--- src/rtl/strobe_fifo_pkg.sv ---
// strobe_fifo_pkg: shared definitions for the strobe receive FIFO.
// Holds the per-cycle operation encoding used by the occupancy update.
package strobe_fifo_pkg;

  // Encoded as {push, pop} so the decode can be built by concatenation.
  typedef enum logic [1:0] {
    OP_NONE = 2'b00,
    OP_POP  = 2'b01,
    OP_PUSH = 2'b10,
    OP_BOTH = 2'b11
  } fifo_op_e;

endpackage

--- src/rtl/strobe_fifo_mem.sv ---
// strobe_fifo_mem: DEPTH x WIDTH storage for strobe_fifo.
// Ports:
//   clk   - write clock
//   we    - write enable, writes wdata at waddr on the rising edge
//   waddr - write address
//   wdata - write data
//   raddr - read address (asynchronous read)
//   rdata - word stored at raddr
// Contents are deliberately not reset.
module strobe_fifo_mem #(
  parameter int WIDTH  = 8,
  parameter int DEPTH  = 16,
  parameter int ADDR_W = $clog2(DEPTH)
) (
  input  logic              clk,
  input  logic              we,
  input  logic [ADDR_W-1:0] waddr,
  input  logic [WIDTH-1:0]  wdata,
  input  logic [ADDR_W-1:0] raddr,
  output logic [WIDTH-1:0]  rdata
);

  logic [WIDTH-1:0] mem_q [DEPTH];

  always_ff @(posedge clk) begin
    if (we) begin
      mem_q[waddr] <= wdata;
    end
  end

  assign rdata = mem_q[raddr];

endmodule

--- src/rtl/strobe_fifo.sv ---
// strobe_fifo: receive-side buffer downstream of the strobe clock-domain
// crossing. Every strobe_in cycle queues data_in; words leave on a
// valid/ready interface. The crossing cannot be stalled, so a word arriving
// while full (and not popped in the same cycle) is dropped and a sticky
// overflow flag records the loss.
// Ports:
//   clk, reset    - destination clock, synchronous active-high reset
//   strobe_in     - one-cycle push pulse, data_in valid with it
//   data_in       - word to push
//   out_valid     - head word available (level != 0)
//   out_ready     - consumer accepts head word
//   out_data      - head word, meaningful only while out_valid
//   level         - occupancy 0..DEPTH
//   overflow      - sticky drop indicator
//   overflow_clr  - clears overflow (a same-cycle drop wins)
module strobe_fifo
  import strobe_fifo_pkg::*;
#(
  parameter int WIDTH = 8,
  parameter int DEPTH = 16
) (
  input  logic                     clk,
  input  logic                     reset,
  input  logic                     strobe_in,
  input  logic [WIDTH-1:0]         data_in,
  output logic                     out_valid,
  input  logic                     out_ready,
  output logic [WIDTH-1:0]         out_data,
  output logic [$clog2(DEPTH):0]   level,
  output logic                     overflow,
  input  logic                     overflow_clr
);

  localparam int ADDR_W = $clog2(DEPTH);
  localparam int LVL_W  = ADDR_W + 1;

  logic [ADDR_W-1:0] wr_ptr_q, wr_ptr_d;
  logic [ADDR_W-1:0] rd_ptr_q, rd_ptr_d;
  logic [LVL_W-1:0]  level_q, level_d;
  logic              overflow_q, overflow_d;

  logic     full;
  logic     pop;
  logic     push;
  logic     drop;
  fifo_op_e op;

  always_comb begin
    // Full/empty come from level alone; pointers are equal in both cases.
    full = (level_q == LVL_W'(DEPTH));
    pop  = (level_q != '0) && out_ready;
    // A pop in the same cycle frees the slot, so a full FIFO still accepts.
    push = strobe_in && (!full || pop);
    drop = strobe_in && full && !pop;
    op   = fifo_op_e'({push, pop});

    wr_ptr_d = push ? wr_ptr_q + ADDR_W'(1) : wr_ptr_q;
    rd_ptr_d = pop  ? rd_ptr_q + ADDR_W'(1) : rd_ptr_q;

    level_d = level_q;
    case (op)
      OP_PUSH: level_d = level_q + LVL_W'(1);
      OP_POP:  level_d = level_q - LVL_W'(1);
      default: level_d = level_q;
    endcase

    // Drop takes priority over a simultaneous clear so no loss goes unseen.
    overflow_d = overflow_q;
    if (overflow_clr) overflow_d = 1'b0;
    if (drop)         overflow_d = 1'b1;
  end

  always_ff @(posedge clk) begin
    if (reset) begin
      wr_ptr_q   <= '0;
      rd_ptr_q   <= '0;
      level_q    <= '0;
      overflow_q <= 1'b0;
    end else begin
      wr_ptr_q   <= wr_ptr_d;
      rd_ptr_q   <= rd_ptr_d;
      level_q    <= level_d;
      overflow_q <= overflow_d;
    end
  end

  // Reset gates the write so a word arriving with reset is not stored.
  strobe_fifo_mem #(
    .WIDTH  (WIDTH),
    .DEPTH  (DEPTH),
    .ADDR_W (ADDR_W)
  ) u_mem (
    .clk   (clk),
    .we    (push && !reset),
    .waddr (wr_ptr_q),
    .wdata (data_in),
    .raddr (rd_ptr_q),
    .rdata (out_data)
  );

  assign out_valid = (level_q != '0);
  assign level     = level_q;
  assign overflow  = overflow_q;

endmodule

--- config.mk ---
export PLATFORM = sky130hd
export DESIGN_NAME = strobe_fifo
export DESIGN_NICKNAME = d
export VERILOG_FILES = /design/src/rtl/strobe_fifo_pkg.sv /design/src/rtl/strobe_fifo_mem.sv /design/src/rtl/strobe_fifo.sv
export SDC_FILE = /design/constraint.sdc
export NUM_CORES = 1
export LEC_CHECK = 0
export ABC_AREA = 1
export ABC_CLOCK_PERIOD_IN_PS = 3200
export CORE_MARGIN = 8
export CORE_UTILIZATION = 25
export DETAILED_ROUTE_END_ITERATION = 10
export PLACE_DENSITY = 0.43
export SLEW_MARGIN = 20
export SYNTH_ARGS = -nofsm -noshare
export SYNTH_HDL_FRONTEND = slang
export SYNTH_SLANG_ARGS = --single-unit
--- constraint.sdc ---
create_clock -name clk -period 3.2 [get_ports clk]
set_clock_uncertainty 0.15 [all_clocks]
set_input_delay 0.64 -clock clk [delete_from_list [all_inputs] [get_ports clk]]
set_output_delay 0.64 -clock clk [all_outputs]
set_load 0.05 [all_outputs]
-- Yosys cells after proc, flatten, opt, wreduce, memory -nomap -nowiden
Memory sizes are Yosys's and may differ from the RTL's. A register that Yosys moved wholly into a read port is not among the register bits.
Cells that the tools add are included.
- bits in registers: 14
- bits in writable memories: 128
- input port bits: 13
- word-level logic and storage cells: 31
- memories: 1
- add/sub/neg operators: 4
- equal/unequal tests: 3
- mux-type cells: 7
- reductions and logical operators: 12
- memory list (memory ; depth ; bits a word ; rd ports ; clocked after Yosys merged registers in ; wr ports ; line ; RTL):
    u_mem.mem_q ; 16 ; 8 ; 1 ; 1 ; 1 ; strobe_fifo_mem.sv:23 ; logic [WIDTH-1:0] mem_q [DEPTH];
- operator list (operator ; count):
    5-bit one-hot mux with 2 select lines ; 1
    4-bit by 1-bit adder with 4-bit output, second input constant ; 2
    4-bit 2-to-1 mux ; 2
    5-bit by 1-bit adder with 5-bit output, second input constant ; 1
    5-bit equality test, second input constant ; 1
    1-bit logical AND ; 5
    5-bit nonzero test ; 1
    5-bit by 1-bit subtractor with 5-bit output, second input constant ; 1
    1-bit 2-to-1 mux ; 4
    2-bit nonzero test ; 2
    1-bit zero test ; 3
    2-bit by 1-bit equality test with 1-bit output, second input constant ; 1
    2-bit equality test, second input constant ; 1
    1-bit logical OR ; 1

-- Depth between registers and ports, before layout
- word-level depth: 7
- gate-level depth with buffers: 15
- mapped depth without buffers: 15

-- Cells and area by module
From an unflattened synthesis, not the netlist that was laid out.
- cell total of the unflattened synthesis: 656
- area, all modules: 6463.7 µm²
- by module, submodules not included (module ; times used ; cells an instance ; area an instance (µm²) ; seq. area each (µm²)):
    strobe_fifo_mem ; 1 ; 543 ; 5606.6 ; 3843.7
    strobe_fifo ; 1 ; 113 ; 857.1 ; 280.3

-- Worst setup path before layout
Ideal clock, no wire load.
- path type: reg2reg
- start: reg level_q[4] (netlist: level[4])
- end: mem u_mem.mem_q[11][0], enable pin
- library setup time: 0.370 ns
- arrival: 1.856 ns
- required time: 2.680 ns
- slack: 0.824 ns
- stages on the path, launching flop included: 7
- path buffers: 0
- clock period less this slack: 2.376 ns
- cells stage by stage: dfxtp_1 -> inv_2 -> nand3_4 -> nand2_4 -> a21oi_4 -> nand2_1 -> nor2_1
- cells in the longest elaborated chain, start to end: 7
- elaborated cells on any way between the ends: 9
- RTL lines (what ; line ; RTL):
    from (decl) ; strobe_fifo.sv:39 ; logic [LVL_W-1:0] level_q, level_d;
    from (signal assigned) ; strobe_fifo.sv:82 ; level_q <= level_d;
    5-bit nonzero test ; -- ;
    named net out_valid ; strobe_fifo.sv:26 ; output logic out_valid,
    1-bit logical AND ; strobe_fifo.sv:51 ; pop = (level_q != '0) && out_ready;
    1-bit logical OR ; strobe_fifo.sv:53 ; push = strobe_in && (!full || pop);
    1-bit logical AND ; strobe_fifo.sv:53 ;
    1-bit logical AND ; strobe_fifo.sv:94 ; .we (push && !reset),
    1-bit 2-to-1 mux ; strobe_fifo_mem.sv:26 ; if (we) begin
    1-bit 2-to-1 mux (implied by the code) ; strobe_fifo_mem.sv:27 ; mem_q[waddr] <= wdata;
    to (decl) ; strobe_fifo_mem.sv:23 ;
The timed path passes the listed nets, and every way through them passes these cells.

==> metrics.cfg <==
[pwr]
peakVddDrop_uv = 353
cellPowerDensity_nw_per_um2 = 718
power.leakage_uw = 0.00265

[die]
start_util_pct = 25.3
die_w_um = 172
coreArea_sq_um = 24200
ioPinCount = 28
dieHeight_um = 172
die_area_sq_um = 29700
rows = 57

[critical_path]
cp_slowest_cell = dfxtp_4
critPathKind = reg -> out
max_stage_delay_ns = 0.59
cp_max_fo = 23
crit_cells = 6
critPathTopFamily = flip-flops
crit_path_end_kind = output pin
crit_required_ns = 2.41
worstPathArrival_ns = 2.13
cp_cell_sequence = buf_4 > mux2i_1 > o211ai_1 > nand3_1 > nand2_1 > buf_12
r2r_cells = 10
critPathBufInv = 2
worstSetupStartpointType = flip-flop

[yosys]
synth_commonest_cells = 128 x edfxtp_1, 52 x inv_1, 44 x a21oi_1, 44 x o21ai_0, 33 x o211ai_1
synth.area.top_cells = edfxtp_1 63%, dfxtp_1 5.9%, mux2i_1 5.2%
synth_top_area_cell = edfxtp_1
ys_types = 28
synth_top_flop_cell = edfxtp_1
netlist_instances = 484
netlist.area_leader.share_pct = 62.9
synth_seq_cells = 146
synth-edff-count = 128
yosysWarnings = 0
synth.cell_area_sq_um = 6110
syn_nets = 504
synth.most_common_cell = edfxtp_1
synthArstFlopShare_pct = 0
yosysSeqAreaShare_pct = 68.8
syn_area_per_cell_sq_um = 12.6

[cts]
clk-insertion-delay-late_ns = 0.42
cts-resized-gates = 0
cts_buffer_depth = 2
numCtsBuffers = 17
clkSinkCount = 146
root_buffer = clkbuf_16
htreeDepth = 4
path_clk_slew_ns = 0.06
cts_tree = done

[detailed_routing]
vias = 3766
firstDrtPassIters = 4
drt_iter0_drc = 232
wl_mm = 15.1
viasPerCell = 4.33
drc = 0
ant_nets = 0
wl_per_cell_um = 17.3

[timing]
hold_violations = 0
period_needed_ns = 2.92
setup_tns_ns = 0
rsz0062_at_grt = false
timing_worst_slew_pin_value_ns = 0.752
setup_viol = 0
max_freq_mhz = 342
finalCritPeriodShare_pct = 91.4
drv_slew = 0
finalWorstSetupSlack_ns = 0.276
slew_headroom_pct = 49.7

[layout]
fin_area_sq_um = 7570
fillers = 2420
drive_gt1_share_pct = 15.0
antennaDiodeCount = 0
fin_util_pct = 31.3
fin_nets = 552
area_growth_pct = 23.9

[place]
gp_congestion = 0.748
post-place-ws_ns = 0.540
numPortBuffers = 27
dp_hpwl_mm = 9.63
detailed_place.area_sq_um = 6960

[min_path]
hold_class = reg -> reg
hold-path-cell-count = 2

[run]
drv_cap = 0

[global_route]
antenna_found_initial = 0
grt_pass1_wl_mm = 22.9
grt_use_total_pct = 10.6
grt_pass1_vias = 3792
grt-ovfl-total = 0
grt_max_degree = 44

[run_status]
outcome = finished clean

-- placed cells by master (no fill, tap or decap), drive strengths merged --
cell type and n:
or2 1, xnor2 1, edfxtp 128, mux2i 32, nand3 23, nand2 32
clkinv 8, o211ai 33, o21ai 46, bufinv 2, clkdlybuf4s50 19, a21oi 45
dfxtp 18, clkbuf 17, ha 7, nor2 32, clkinvlp 3, a211oi 1
nand4 4, inv 60, buf 33
-- cell type report --
cell class	count	area (sq um)	area share (%)
timing repair buffer	52	571	7.53
tap	324	405	5.35
inverter	58	220	2.91
multi-input combinational	257	1590	20.9
clock inverter	15	158	2.08
clock buffer	17	425	5.62
sequential	146	4210	55.6
-- flip-flops by register name, summed over array words and instances, names as in the netlist, named ones only --
register     cells
level            5
overflow         1
wr_ptr_q         4
u_mem.mem_q    128
rd_ptr_q         4
-- worst min-delay path: cells and delay by family (launching register included) --
family                 cells  cell delay (ns)
AOI/OAI and AO/OA          1             0.07
buffers and inverters      1             0.06
DFF                        1             0.29
-- kinds of logic (layout without fill, tap and decap cells) --
| logic type | count (synthesis) | count (layout) | share of synthesized area (%) |
|---|---|---|---|
| buffers and inverters | 81 | 142 | 5.28 |
| multiplexers | 32 | 32 | 5.24 |
| XOR/XNOR | 1 | 1 | 0.143 |
| adder cells (fa/ha/maj) | 7 | 7 | 1.43 |
| flip-flops | 146 | 146 | 68.8 |
| AND/OR/NAND/NOR | 92 | 92 | 7.23 |
| AO/OA/AOI/OAI | 125 | 125 | 11.9 |
-- report_power, final --
part | switching (uW) | internal (uW) | leakage [uW]
Combinational | 785 | 494 | 0.00107
Sequential | 70.2 | 2120 | 0.00130
Clock | 812 | 1150 | 0.000278
Total | 1670 | 3770 | 0.00265
-- per-stage QoR --
stage / power (uW) / hold slack, ns / cells
after floorplan: 3020 / 0.286 / 484
after global placement: 3500 / 0.310 / 836
after detailed placement: 3510 / 0.306 / 836
after CTS: 5490 / 0.321 / 868
after global routing: 5680 / 0.345 / 869
final: 5440 / 0.316 / 869
-- metal layers --
metal	share of wire (%)	up-vias	GRT usage, %
met5	0	-	0
met4	1.2	0	3.37
met3	4.6	10	2.81
met2	48	57	17.0
met1	47	1851	13.7
li1	-	1848	-
-- repair_timing --
item,CTS,global route
endpoints found under the setup margin,0,4
buffers inserted,0,1
hold buffers,0,0
-- final timing paths --
check | startpoint | to | slack (ns)
setup / recovery | flip-flop | out_data[5] | 0.28
hold / removal | rd_ptr_q[3]$_SDFFE_PP0N_ | rd_ptr_q[3]$_SDFFE_PP0N_ | 0.32
setup reg to reg | level[0]$_SDFFE_PP0P_ | level[4]$_SDFFE_PP0P_ | 1.13
hold reg to reg | rd_ptr_q[3]$_SDFFE_PP0N_ | rd_ptr_q[3]$_SDFFE_PP0N_ | 0.32
(Power assumes the default switching activity.)
